`src/rtl/seg7_scan.sv`:
```
// Four-digit multiplexed 7-segment driver for an HH:MM clock.
// Digits are snapshotted once per frame so the display never shows a torn time.
module seg7_scan #(
    parameter int unsigned SCAN_DIV = 4
) (
    input  logic       clk_i,
    input  logic       rst_i,
    input  logic       en_i,
    input  logic       tick_i,
    input  logic [3:0] digit0_i,
    input  logic [3:0] digit1_i,
    input  logic [3:0] digit2_i,
    input  logic [3:0] digit3_i,
    output logic [6:0] seg_o,
    output logic [3:0] an_o,
    output logic       colon_o
);

    localparam int unsigned CNT_W = (SCAN_DIV > 2) ? $clog2(SCAN_DIV) : 1;
    localparam logic [CNT_W-1:0] TC_VAL = CNT_W'(SCAN_DIV - 1);

    logic [CNT_W-1:0]  cnt_q, cnt_d;
    logic [1:0]        idx_q, idx_d;
    logic [3:0][3:0]   snap_q, snap_d;
    logic              colon_st_q, colon_st_d;
    logic [6:0]        seg_q, seg_d;
    logic [3:0]        an_q, an_d;
    logic              colon_q, colon_d;
    logic              tc;
    logic [3:0]        cur_digit;

    function automatic logic [6:0] bcd_to_seg(input logic [3:0] d);
        case (d)
            4'd0:    bcd_to_seg = 7'h3F;
            4'd1:    bcd_to_seg = 7'h06;
            4'd2:    bcd_to_seg = 7'h5B;
            4'd3:    bcd_to_seg = 7'h4F;
            4'd4:    bcd_to_seg = 7'h66;
            4'd5:    bcd_to_seg = 7'h6D;
            4'd6:    bcd_to_seg = 7'h7D;
            4'd7:    bcd_to_seg = 7'h07;
            4'd8:    bcd_to_seg = 7'h7F;
            4'd9:    bcd_to_seg = 7'h6F;
            default: bcd_to_seg = 7'h40;
        endcase
    endfunction

    // Next-state: prescaler, scan index, frame snapshot, colon and display registers.
    always_comb begin
        cnt_d      = cnt_q;
        idx_d      = idx_q;
        snap_d     = snap_q;
        colon_st_d = colon_st_q;
        seg_d      = seg_q;
        an_d       = an_q;
        cur_digit  = 4'd0;

        tc = (cnt_q == TC_VAL);
        cnt_d = tc ? '0 : cnt_q + CNT_W'(1);

        if (tc) begin
            idx_d = idx_q + 2'd1;
            if (idx_q == 2'd3) begin
                snap_d = {digit3_i, digit2_i, digit1_i, digit0_i};
            end
        end

        colon_st_d = colon_st_q ^ tick_i;
        colon_d    = colon_st_d & en_i;

        // Blanking applies on any edge; re-enable waits for the next slot boundary.
        cur_digit = snap_d[idx_d];
        if (!en_i) begin
            an_d  = 4'hF;
            seg_d = 7'h00;
        end else if (tc) begin
            an_d  = ~(4'b0001 << idx_d);
            seg_d = ((idx_d == 2'd3) && (cur_digit == 4'd0)) ? 7'h00 : bcd_to_seg(cur_digit);
        end
    end

    always_ff @(posedge clk_i or posedge rst_i) begin
        if (rst_i) begin
            cnt_q      <= '0;
            idx_q      <= 2'd3;
            snap_q     <= '0;
            colon_st_q <= 1'b0;
            seg_q      <= 7'h00;
            an_q       <= 4'hF;
            colon_q    <= 1'b0;
        end else begin
            cnt_q      <= cnt_d;
            idx_q      <= idx_d;
            snap_q     <= snap_d;
            colon_st_q <= colon_st_d;
            seg_q      <= seg_d;
            an_q       <= an_d;
            colon_q    <= colon_d;
        end
    end

    assign seg_o   = seg_q;
    assign an_o    = an_q;
    assign colon_o = colon_q;

endmodule

```
`config.mk`:
```
export PLATFORM = sky130hd
export DESIGN_NAME = seg7_scan
export DESIGN_NICKNAME = d
export VERILOG_FILES = /design/src/rtl/seg7_scan.sv
export SDC_FILE = /design/constraint.sdc
export NUM_CORES = 1
export LEC_CHECK = 0
export CAP_MARGIN = 20
export CORE_MARGIN = 2
export CORE_UTILIZATION = 45
export CTS_CLUSTER_SIZE = 12
export DETAILED_ROUTE_END_ITERATION = 6
export GPL_ROUTABILITY_DRIVEN = 0
export PLACE_DENSITY = 0.7
export RECOVER_POWER = 100
export SYNTH_ARGS = -nofsm -noshare
export SYNTH_HDL_FRONTEND = slang
export SYNTH_SLANG_ARGS = --single-unit
```
`constraint.sdc`:
```
create_clock -name clk_i -period 3.78 [get_ports clk_i]
set_clock_uncertainty 0.1 [all_clocks]
set_input_delay 0.756 -clock clk_i [delete_from_list [all_inputs] [get_ports clk_i]]
set_output_delay 0.756 -clock clk_i [all_outputs]
set_load 0.02 [all_outputs]
```
# Word level (Yosys, flattened, before mapping)
# Memories as Yosys holds them, arrays and structs flattened.
# Cells that the tools add are included.
[totals] register_bits=33 romBits=112 output_inout_bits=12 elab_cells=35 memories=1
[mem_list] memory="(name not given)" words=16 word_bits=7 read_ports=1 rd_ports_with_merged_regs=0 wr=0 line_no="33" rtl="case (d)"
[classes] add_sub_neg=2 order_cmp=1 eq_ne=4 n_shift=1 mux=11 bitwise=3 reduce_logical=2
[op_table] op="16-bit two-way mux" n=2
[op_table] op="7-bit two-way mux" n=3
[op_table] op="4-bit two-way mux" n=3
[op_table] op="4-bit binary-select mux with 2-bit select" n=1
[op_table] op="2-bit equality test (second input constant)" n=3
[op_table] op="2-bit by 1-bit adder with 2-bit output (second input constant)" n=2
[op_table] op="4-bit logical NOT" n=1
[op_table] op="2-bit two-way mux" n=2
[op_table] op="4-bit inverter" n=1
[op_table] op="1-bit by 2-bit << shifter with 4-bit output (first input constant)" n=1
[op_table] op="2-bit by 3-bit less-than comparator with 1-bit output (second input constant)" n=1
[op_table] op="2-bit by 1-bit != test with 1-bit output (second input constant)" n=1
[op_table] op="1-bit bitwise AND" n=1
[op_table] op="1-bit logical AND" n=1
[op_table] op="1-bit bitwise XOR" n=1

# Logic depth before layout (Yosys ltp)
# Gate-level depths: netlist of the first run.
[logic_depth] word_depth=10 ltp_mapped=12 mapped_depth_nobuf=10

# Worst setup path after synthesis of the first run
# OpenSTA, ideal clock, no wires.
[synth_timing] kind="register to register" from="reg idx_q[0]" to="reg seg_q[5], in the netlist seg_o[5]" setup_ps=126 arrival_time_ps=3145 required_time_ps=3554 slack_ps=409 path_stages_with_launch=13 period_less_slack_ps=3371 cell_sequence="dfstp_2 -> ha_1 -> buf_6 -> nand2_4 -> clkbuf_1 -> mux2_2 -> mux4_2 -> inv_1 -> ha_1 -> nand3_1 -> o211ai_1 -> nor3_2 -> a221o_1"
[synth_rtl] element="from (decl)" line_no="23" rtl="logic [1:0] idx_q, idx_d;"
[synth_rtl] element="from (signal assigned)" line_no="93" rtl="idx_q <= idx_d;"
[synth_rtl] element="to (signal assigned)" line_no="96" rtl="seg_q <= seg_d;"
[synth_rtl] element="to (decl)" line_no="26" rtl="logic [6:0] seg_q, seg_d;"

==> qor.yml, run 1 <==
drt_pass1_iterations: 4
swShare_pct: 24.8
ys_types: 49
synthTopCellsByArea: "dfrtp_1 (38%), mux2_2 (10%), dfstp_2 (8.8%)"
fmax_ghz: 0.288
rsz0062_at_grt: "no"
outcome: "finished with violations"
drive_gt1_share_pct: 19.4
ant_nets: 0
initial_core_util_pct: 47.6
cts_buffer_depth: 2
hold_path_class: "reg2reg"
required_ns: 3.85
syn_area_um2: 1780
htree_levels: 2
cp-startpoint: "idx_q[0]$_DFF_PP1_"
cts_tree: "built"
async_flop_share_pct: 100
num_vias: 1328
crit_family: "multiplexers"
grt_pass1_wl_um: 6220
fillers: 325
final_common_cell: "dfrtp_1"
finalSetupViolCount: 0
n_antenna_cell: 0
syn_inst: 153
power.internal_uw: 552
path_buf_inv: 2
via_per_inst: 5.56
io_pins: 32
crit_arrival_ns: 3.54
p_clk_share_pct: 34.6
path_clk_slew_ns: 0.07
wirelength_um: 3610
ys_ff_latch: 33
slew_headroom_pct: -14.5
avgSynthCellArea_um2: 11.6
clk_latency_ns: 0.28
netlist.area_leader.share_pct: 37.9
synth_area_leader_cell: "dfrtp_1"
wire_per_inst_um: 15.1
dp_hpwl_um: 2730
p_sw_uw: 182
synth-edff-count: 0
clock_sinks: 33
cts_buffers: 5
multi_input_area_um2: 870
reg2reg_from: "idx_q[0]$_DFF_PP1_"
tightest_slew_ns: 1.72
yosys_warnings: 0
pwr-share-comb_pct: 13.0
cellLeakagePower_nw: 0.995
maxCapViolCount: 1
fp.dieArea_um2: 4480
seqPwrFrac_pct: 52.3
dp_slack_ns: 0.141
p_per_area_nw_per_um2: 330
violations: "max-capacitance violations, max-slew violations"
synth_nets: 181
io_buffers: 31
synth_ff_type: "dfrtp_1"
peakVddDrop_uv: 197
setup_ws_ns: 0.309
grt_max_degree: 34
layout_common_cells: "dfrtp_1 (27), clkdlybuf4s50_1 (17), dlygate4sd3_1 (14), mux2_2 (13)"
seq_area_um2: 833
first_iter_violations: 68
grt.overflow.total: 0
synthToLayoutAreaGrowth_pct: 24.8
crit_chain: "ha_2, nand2_4, mux2_1, mux4_2, inv_1, ha_1, nand3_1, o211ai_1, buf_4, a21oi_1, a22o_1"
crit_type: "reg2reg"
antenna_found_initial: 0
end_kind: "flop"
fp.coreArea_um2: 3740
post-route-min-period_ns: 3.47
grtUsageTotal_pct: 18.7
worstSetupStartpointType: "flop"
fin_tns_setup_ns: 0
hp-start: "cnt_q[0]$_DFF_PP0_"
die_w_um: 66.9
ys_seq_area_share_pct: 46.8
p_total_uw: 734
grt_pass1_vias: 1361
die_h_um: 66.9
cp_slowest_cell: "dfstp_2"
drc_errors: 0
fin_nets: 218
drv_slew: 34
crit_path_max_incr_delay_ns: 0.70
clockRootBuffer: "clkbuf_8"
hold_violations: 0
row_count: 22
cp_max_fo: 17
period_share_pct: 91.8
layer usage:
metal / up-vias / part of all wire, % / GRT usage, %
li1: 636 / - / -
met3: 7 / 4.0 / 4.56
met2: 25 / 47 / 29.9
met4: 0 / 1.5 / 8.16
met5: - / 0 / 0
met1: 660 / 47 / 23.9
cell type report:
| class | instances | share of cell area [%] |
|---|---|---|
| Multi-Input combinational cell | 105 | 39.1 |
| Timing Repair Buffer | 37 | 15.6 |
| Tap cell | 48 | 2.70 |
| Inverter | 8 | 1.35 |
| Clock buffer | 6 | 3.26 |
| Sequential cell | 33 | 37.5 |
| Clock inverter | 2 | 0.450 |
power groups by stage:
stage	Combinational, mW	Clock (mW)	Sequential (mW)
global route	0.106	0.276	0.386
global placement	0.0987	0	0.391
CTS	0.103	0.260	0.385
floorplan	0.0439	0	0.398
detailed placement	0.102	0	0.391
finish	0.0956	0.254	0.384
what timing repair did:
item / in CTS / in global routing
setup buffers: 0 / 1
hold buffers: 0 / 0
endpoints found under the hold margin: 0 / 0
setup endpoints to repair: 0 / 3
gates resized for setup: 0 / 1
registers in the layout (all words and copies together) (netlist names):
name        flops
seg_o           7
idx_q           2
colon_st_q      1
cnt_q           2
snap_q         16
an_o            4
colon_o         1
cells by family after synthesis:
kind of cell | synth area share [%]
and+or+nand+nor | 12.4
DFF | 46.8
buffers and inverters | 3.86
xor gates and xnor gates | 0.983
adders and majority gates | 5.62
AOI/OAI and AO/OA | 14.2
muxes | 16.2
path summary, 6_finish.rpt:
check,endpoint,slack (ns),cells past startpoint
max,seg_o[2]$_DFFE_PP0P_,0.31,11
max reg2reg,seg_o[2]$_DFFE_PP0P_,0.31,11
min,cnt_q[0]$_DFF_PP0_,0.33,1
min in group asynchronous,seg_o[1]$_DFFE_PP0P_,1.42,3
max in group asynchronous,snap_q[1]$_DFF_PP0_,1.16,3
min reg2reg,cnt_q[0]$_DFF_PP0_,0.33,1
stage by stage:
stage,util (%),hold WS (ns),area (um2),cells
floorplan,-,0.303,1780,153
global placement,57.5,0.315,2150,230
detailed placement,57.5,0.323,2150,230
CTS,59.7,0.334,2230,238
global route,59.4,0.338,2220,239
finish,59.4,0.334,2220,239
cells in the mapped netlist, types with 2 or more instances:
cell type and instances:
o211ai_1 2, o21ai_0 6, a21oi_1 5, mux2_2 16, inv_1 8, a22o_1 3
dfstp_2 6, or2_2 2, nand2_1 8, a221o_1 4, o22ai_1 2, ha_1 8
dfrtp_1 27, nor2_1 6, o22a_1 2, and2_1 2, clkbuf_1 4, mux2i_1 6
nor2b_1 3, xor2_1 2, o2111a_1 2, and3_1 2
(Power assumes the default switching activity.)
==> inputs of run 2 (changes only) <==
- DONT_BUFFER_PORTS: not set -> 1
- PLACE_DENSITY: 0.7 -> not set
==> run 2 against run 1 <==
Net effect: first-iteration DRC count decreased by 7.4%; the run now ends clean; global-route usage decreased by 1.1 points; critical path type unchanged; critical endpoint is now seg_o[0]$_DFFE_PP0P_; critical path depth unchanged; non-clock buffer count decreased by 32.
==> qor.yml, run 2 (same netlist as run 1, synthesis figures left out) <==
dp_cells: 198
end_kind: "flop"
fin_nets: 186
die_w_um: 66.9
ant_nets: 0
fp.dieArea_um2: 4480
grt.overflow.total: 0
cts-resized-gates: 0
io_pins: 32
dp_hpwl_um: 2570
power.internal_uw: 547
slew_headroom_pct: 41.8
final_common_cell: "dfrtp_1"
cts_buffers: 5
cts_tree: "built"
required_ns: 3.85
outcome: "finished clean"
pwr-share-comb_pct: 7.3
hold_path_class: "reg2reg"
drv_slew: 0
reg2reg_from: "idx_q[0]$_DFF_PP1_"
via_per_inst: 5.71
antenna_found_initial: 0
path_clk_slew_ns: 0.06
wire_per_inst_um: 16.2
hp-start: "cnt_q[0]$_DFF_PP0_"
rsz0062_at_grt: "no"
cp_max_fo: 17
tightest_slew_ns: 0.873
largest_reg_flops: 16
crit_type: "reg2reg"
grt_max_degree: 22
post-route-min-period_ns: 3.45
swShare_pct: 23.3
max_flop_register: "snap_q"
clockRootBuffer: "clkbuf_8"
cellLeakagePower_nw: 0.857
finalSetupViolCount: 0
initial_core_util_pct: 47.6
htree_levels: 2
layout.cells.non_filler: 207
peakVddDrop_uv: 211
crit_arrival_ns: 3.52
grtUsageTotal_pct: 17.6
p_clk_share_pct: 37.3
row_count: 22
clk_latency_ns: 0.28
layout_common_cells: "dfrtp_1 (27), mux2_2 (14), nand2_1 (8), inv_1 (8), ha_1 (8)"
first_iter_violations: 63
clock_sinks: 33
cp-startpoint: "idx_q[0]$_DFF_PP1_"
hold_violations: 0
wirelength_um: 3360
drive_gt1_share_pct: 19.5
maxCapViolCount: 0
io_buffers: 0
die_h_um: 66.9
cts_buffer_depth: 2
drt_pass1_iterations: 4
p_sw_uw: 166
p_per_area_nw_per_um2: 373
fin_tns_setup_ns: 0
seqPwrFrac_pct: 55.3
worstSetupStartpointType: "flop"
grt_pass1_vias: 1224
drc_errors: 0
grt_pass1_wl_um: 5800
num_vias: 1183
n_antenna_cell: 0
period_share_pct: 91.4
fmax_ghz: 0.289
fp.coreArea_um2: 3740
synthToLayoutAreaGrowth_pct: 7.23
-- run 2: cell types whose count changed in the layout (fill, tap and decap cells not counted), sizes merged --
| cell | delta |
|---|---|
| buf | -1 |
| clkbuf | +2 |
| clkdlybuf4s50 | -17 |
| clkinv | -2 |
| dlygate4sd3 | -14 |
-- run 2: power groups by stage --
stage	clock network (mW)	registers, mW	logic (mW)
6_report	0.266	0.394	0.0523
5_1_grt	0.297	0.397	0.0602
4_1_cts	0.279	0.395	0.0549
3_5_place_dp	0	0.401	0.0545
3_3_place_gp	0	0.401	0.0525
2_1_floorplan	0	0.398	0.0439
-- run 2: path summary, 6_finish.rpt --
check                           cells after the start  slack [ns]                   end
worst max-delay path                               11        0.33  seg_o[0]$_DFFE_PP0P_
worst min-delay path                                1        0.32    cnt_q[0]$_DFF_PP0_
worst max register to register                     11        0.33  seg_o[0]$_DFFE_PP0P_
worst min register to register                      1        0.32    cnt_q[0]$_DFF_PP0_
max in group asynchronous                           2        2.05   snap_q[8]$_DFF_PP0_
min in group asynchronous                           1        0.34   snap_q[7]$_DFF_PP0_
-- run 2: layer usage --
layer | vias up | wire length, um | global-route usage (%)
met5 | - | 0 | 0
met4 | 0 | 51 | 8.42
met3 | 5 | 197 | 6.08
met2 | 31 | 1500 | 26.1
met1 | 569 | 1610 | 22.8
li1 | 578 | - | -
-- run 2: final cells by class --
| type | instances | area [um2] |
|---|---|---|
| Fill cell | 355 | 1830 |
| Timing Repair Buffer | 5 | 30.0 |
| Clock buffer | 8 | 90.1 |
| Tap cell | 48 | 60.1 |
| Inverter | 8 | 30.0 |
| Multi-Input combinational cell | 105 | 867 |
| Sequential cell | 33 | 833 |
-- run 2: timing repair --
item	4_1_cts	5_1_grt
setup buffers	0	1
endpoints found under the setup margin	0	2
hold buffers	0	0
-- run 2: stage by stage --
stage	hold slack, ns	cell area, um2	total power, mW	setup slack (ns)	utilization (%)
6_report	0.324	1910	0.713	0.325	51.0
2_1_floorplan	0.303	1780	0.442	0.409	-
4_1_cts	0.328	1920	0.729	0.217	51.4
3_3_place_gp	0.313	1830	0.453	0.361	49.0
3_5_place_dp	0.320	1830	0.456	0.208	49.0
5_1_grt	0.340	1910	0.754	0.0832	51.0
-- run 2: worst max-delay path, stage by stage, from the launching register on --
cell	delay, ns
dfstp_2	0.69
ha_1	0.36
nand2_4	0.20
mux2_1	0.37
mux4_2	0.52
inv_1	0.13
ha_1	0.20
nand3_1	0.10
o211ai_1	0.19
buf_4	0.16
nor3_1	0.06
a221o_1	0.26
==> inputs of run 3 (changes only) <==
- CORE_UTILIZATION: 45 -> 30
==> run 3 against run 2 <==
Net effect: the flow now finishes with violations (max-capacitance violations, max-slew violations); first-iteration DRC count is 4.8% lower; routed wire length up 13%; combinational power hardly changed; sequential cell count unchanged; global-route usage decreased by 4.7 points; clock power hardly changed; utilization shrank 17 points; non-clock buffer count grew 2; maximum frequency rose by 4.3%; die area up 47%; count of clock-buffer cells in the layout down 1; critical path type unchanged; largest power group unchanged.
==> qor.yml, run 3 (same netlist as run 1, synthesis figures left out) <==
fin_area_um2: 1960
drc_errors: 0
finalSetupViolCount: 0
largest_reg_flops: 16
peakVddDrop_uv: 133
fillers: 610
crit_type: "reg2reg"
max_flop_register: "snap_q"
p_per_area_nw_per_um2: 365
r2r_setup_slack_ns: 0.47
placed_cell_area_um2: 1890
io_buffers: 0
p_sw_uw: 171
wire_per_inst_um: 16.2
period_share_pct: 87.6
grtUsageTotal_pct: 12.9
cp_slowest_cell: "dfstp_1"
seqPwrFrac_pct: 55.3
row_count: 28
p_clk_share_pct: 37.4
cts_tree: "built"
drt_pass1_iterations: 4
rsz0062_at_grt: "no"
clk_latency_ns: 0.28
die_w_um: 81.1
crit_path_max_incr_delay_ns: 0.59
synthToLayoutAreaGrowth_pct: 9.76
crit_top_cell: "ha_1"
io_pins: 32
cts_setup_buffers: 0
grt_pass1_vias: 1160
tightest_slew_ns: 1.78
swShare_pct: 24.0
grt_max_degree: 34
required_ns: 3.86
hold_depth: 1
pwr-share-comb_pct: 7.3
timing.rr.end: "seg_o[2]$_DFFE_PP0P_"
dp_cells: 228
outcome: "finished with violations"
fp.dieArea_um2: 6570
num_vias: 1190
reg2reg_from: "idx_q[1]$_DFF_PP1_"
via_per_inst: 5.06
crit_chain: "ha_1, nand2_4, mux2_1, mux4_2, inv_1, ha_1, nand3_1, o211ai_1, buf_4, a21oi_1, a22o_1"
final_common_cell: "dfrtp_1"
cts_buffer_depth: 2
fin_nets: 188
fmax_ghz: 0.302
cts-resized-gates: 0
ctsHoldBuffers: 0
initial_core_util_pct: 30.6
multi_input_area_um2: 867
crit_arrival_ns: 3.39
fp.coreArea_um2: 5820
p_total_uw: 714
cp_max_fo: 15
wirelength_um: 3810
post-route-min-period_ns: 3.31
worstSetupStartpointType: "flop"
layout_common_cells: "dfrtp_1 (27), mux2_2 (14), nand2_1 (8), inv_1 (8), ha_1 (8)"
htree_levels: 2
slew_headroom_pct: -18.3
end_kind: "flop"
fin_tns_setup_ns: 0
grt.overflow.total: 0
reg2reg_depth: 11
layout.cells.non_filler: 235
power.internal_uw: 542
die_h_um: 81.1
path_clk_slew_ns: 0.06
grt_pass1_wl_um: 6220
first_iter_violations: 60
seq_area_um2: 833
violations: "max-capacitance violations, max-slew violations"
hp-start: "cnt_q[0]$_DFF_PP0_"
clockRootBuffer: "clkbuf_8"
drive_gt1_share_pct: 20.0
drv_slew: 34
hold_violations: 0
clock_sinks: 33
cts_buffers: 5
hold_path_class: "reg2reg"
hold_end: "cnt_q[0]$_DFF_PP0_"
cellLeakagePower_nw: 0.867
n_antenna_cell: 0
dp_hpwl_um: 2870
ant_nets: 0
antenna_found_initial: 0
maxCapViolCount: 1
[run 3: changes by cell type in the layout (fill, tap and decap cells not counted)]
| cell | before | now |
|---|---|---|
| dfstp_1 | 4 | 5 |
| buf_4 | 3 | 5 |
| clkbuf_1 | 4 | 3 |
| dfstp_2 | 2 | 1 |
[run 3: area by class of cell]
class,instances,share of cell area [%]
multi-input cells,105,44.3
flip-flops and latches,33,42.6
well taps,75,4.80
clock buffers,7,4.41
repair buffers,7,2.30
inverters,8,1.54
[run 3: routing by layer]
metal / vias up / share of wire [%] / global-route usage, %
met5: - / 0 / 0
met4: 0 / 2.7 / 5.76
met3: 7 / 6.6 / 5.33
met2: 26 / 47 / 19.2
met1: 579 / 44 / 16.3
li1: 578 / - / -
[run 3: stage by stage]
| stage | util (%) | hold slack (ns) | worst slack, ns |
|---|---|---|---|
| 2_1_floorplan | - | 0.303 | 0.409 |
| 3_3_place_gp | 32.5 | 0.315 | 0.526 |
| 3_5_place_dp | 32.5 | 0.321 | 0.461 |
| 4_1_cts | 34.0 | 0.330 | 0.454 |
| 5_1_grt | 33.6 | 0.356 | 0.266 |
| 6_report | 33.6 | 0.327 | 0.468 |
[run 3: worst max-delay path by stage]
stage                                       to               start  slack (ns)  cells after the start
after floorplan           seg_o[5]$_DFFE_PP0P_  idx_q[0]$_DFF_PP1_        0.41                     12
after global placement    seg_o[2]$_DFFE_PP0P_  idx_q[1]$_DFF_PP1_        0.53                     10
after detailed placement  seg_o[3]$_DFFE_PP0P_  idx_q[1]$_DFF_PP1_        0.46                     10
after CTS                 seg_o[2]$_DFFE_PP0P_  idx_q[1]$_DFF_PP1_        0.45                     10
after global routing      seg_o[3]$_DFFE_PP0P_  idx_q[1]$_DFF_PP1_        0.27                     10
final                     seg_o[2]$_DFFE_PP0P_  idx_q[1]$_DFF_PP1_        0.47                     11
[run 3: power by group through the flow]
stage,Combinational (mW),Sequential [mW],Clock [mW]
after global placement,0.0541,0.401,0
after CTS,0.0555,0.395,0.280
final,0.0522,0.394,0.267
after detailed placement,0.0553,0.401,0
after global routing,0.0610,0.396,0.293
after floorplan,0.0439,0.398,0
[run 3: critical path: cells and delay by family, from the launching register on]
kind / cells / cell delay, ns
adders and majority gates: 2 / 0.54
and+or+nand+nor: 2 / 0.30
DFF: 1 / 0.59
AOI/OAI and AO/OA: 3 / 0.46
buffers and inverters: 2 / 0.30
muxes: 2 / 0.90
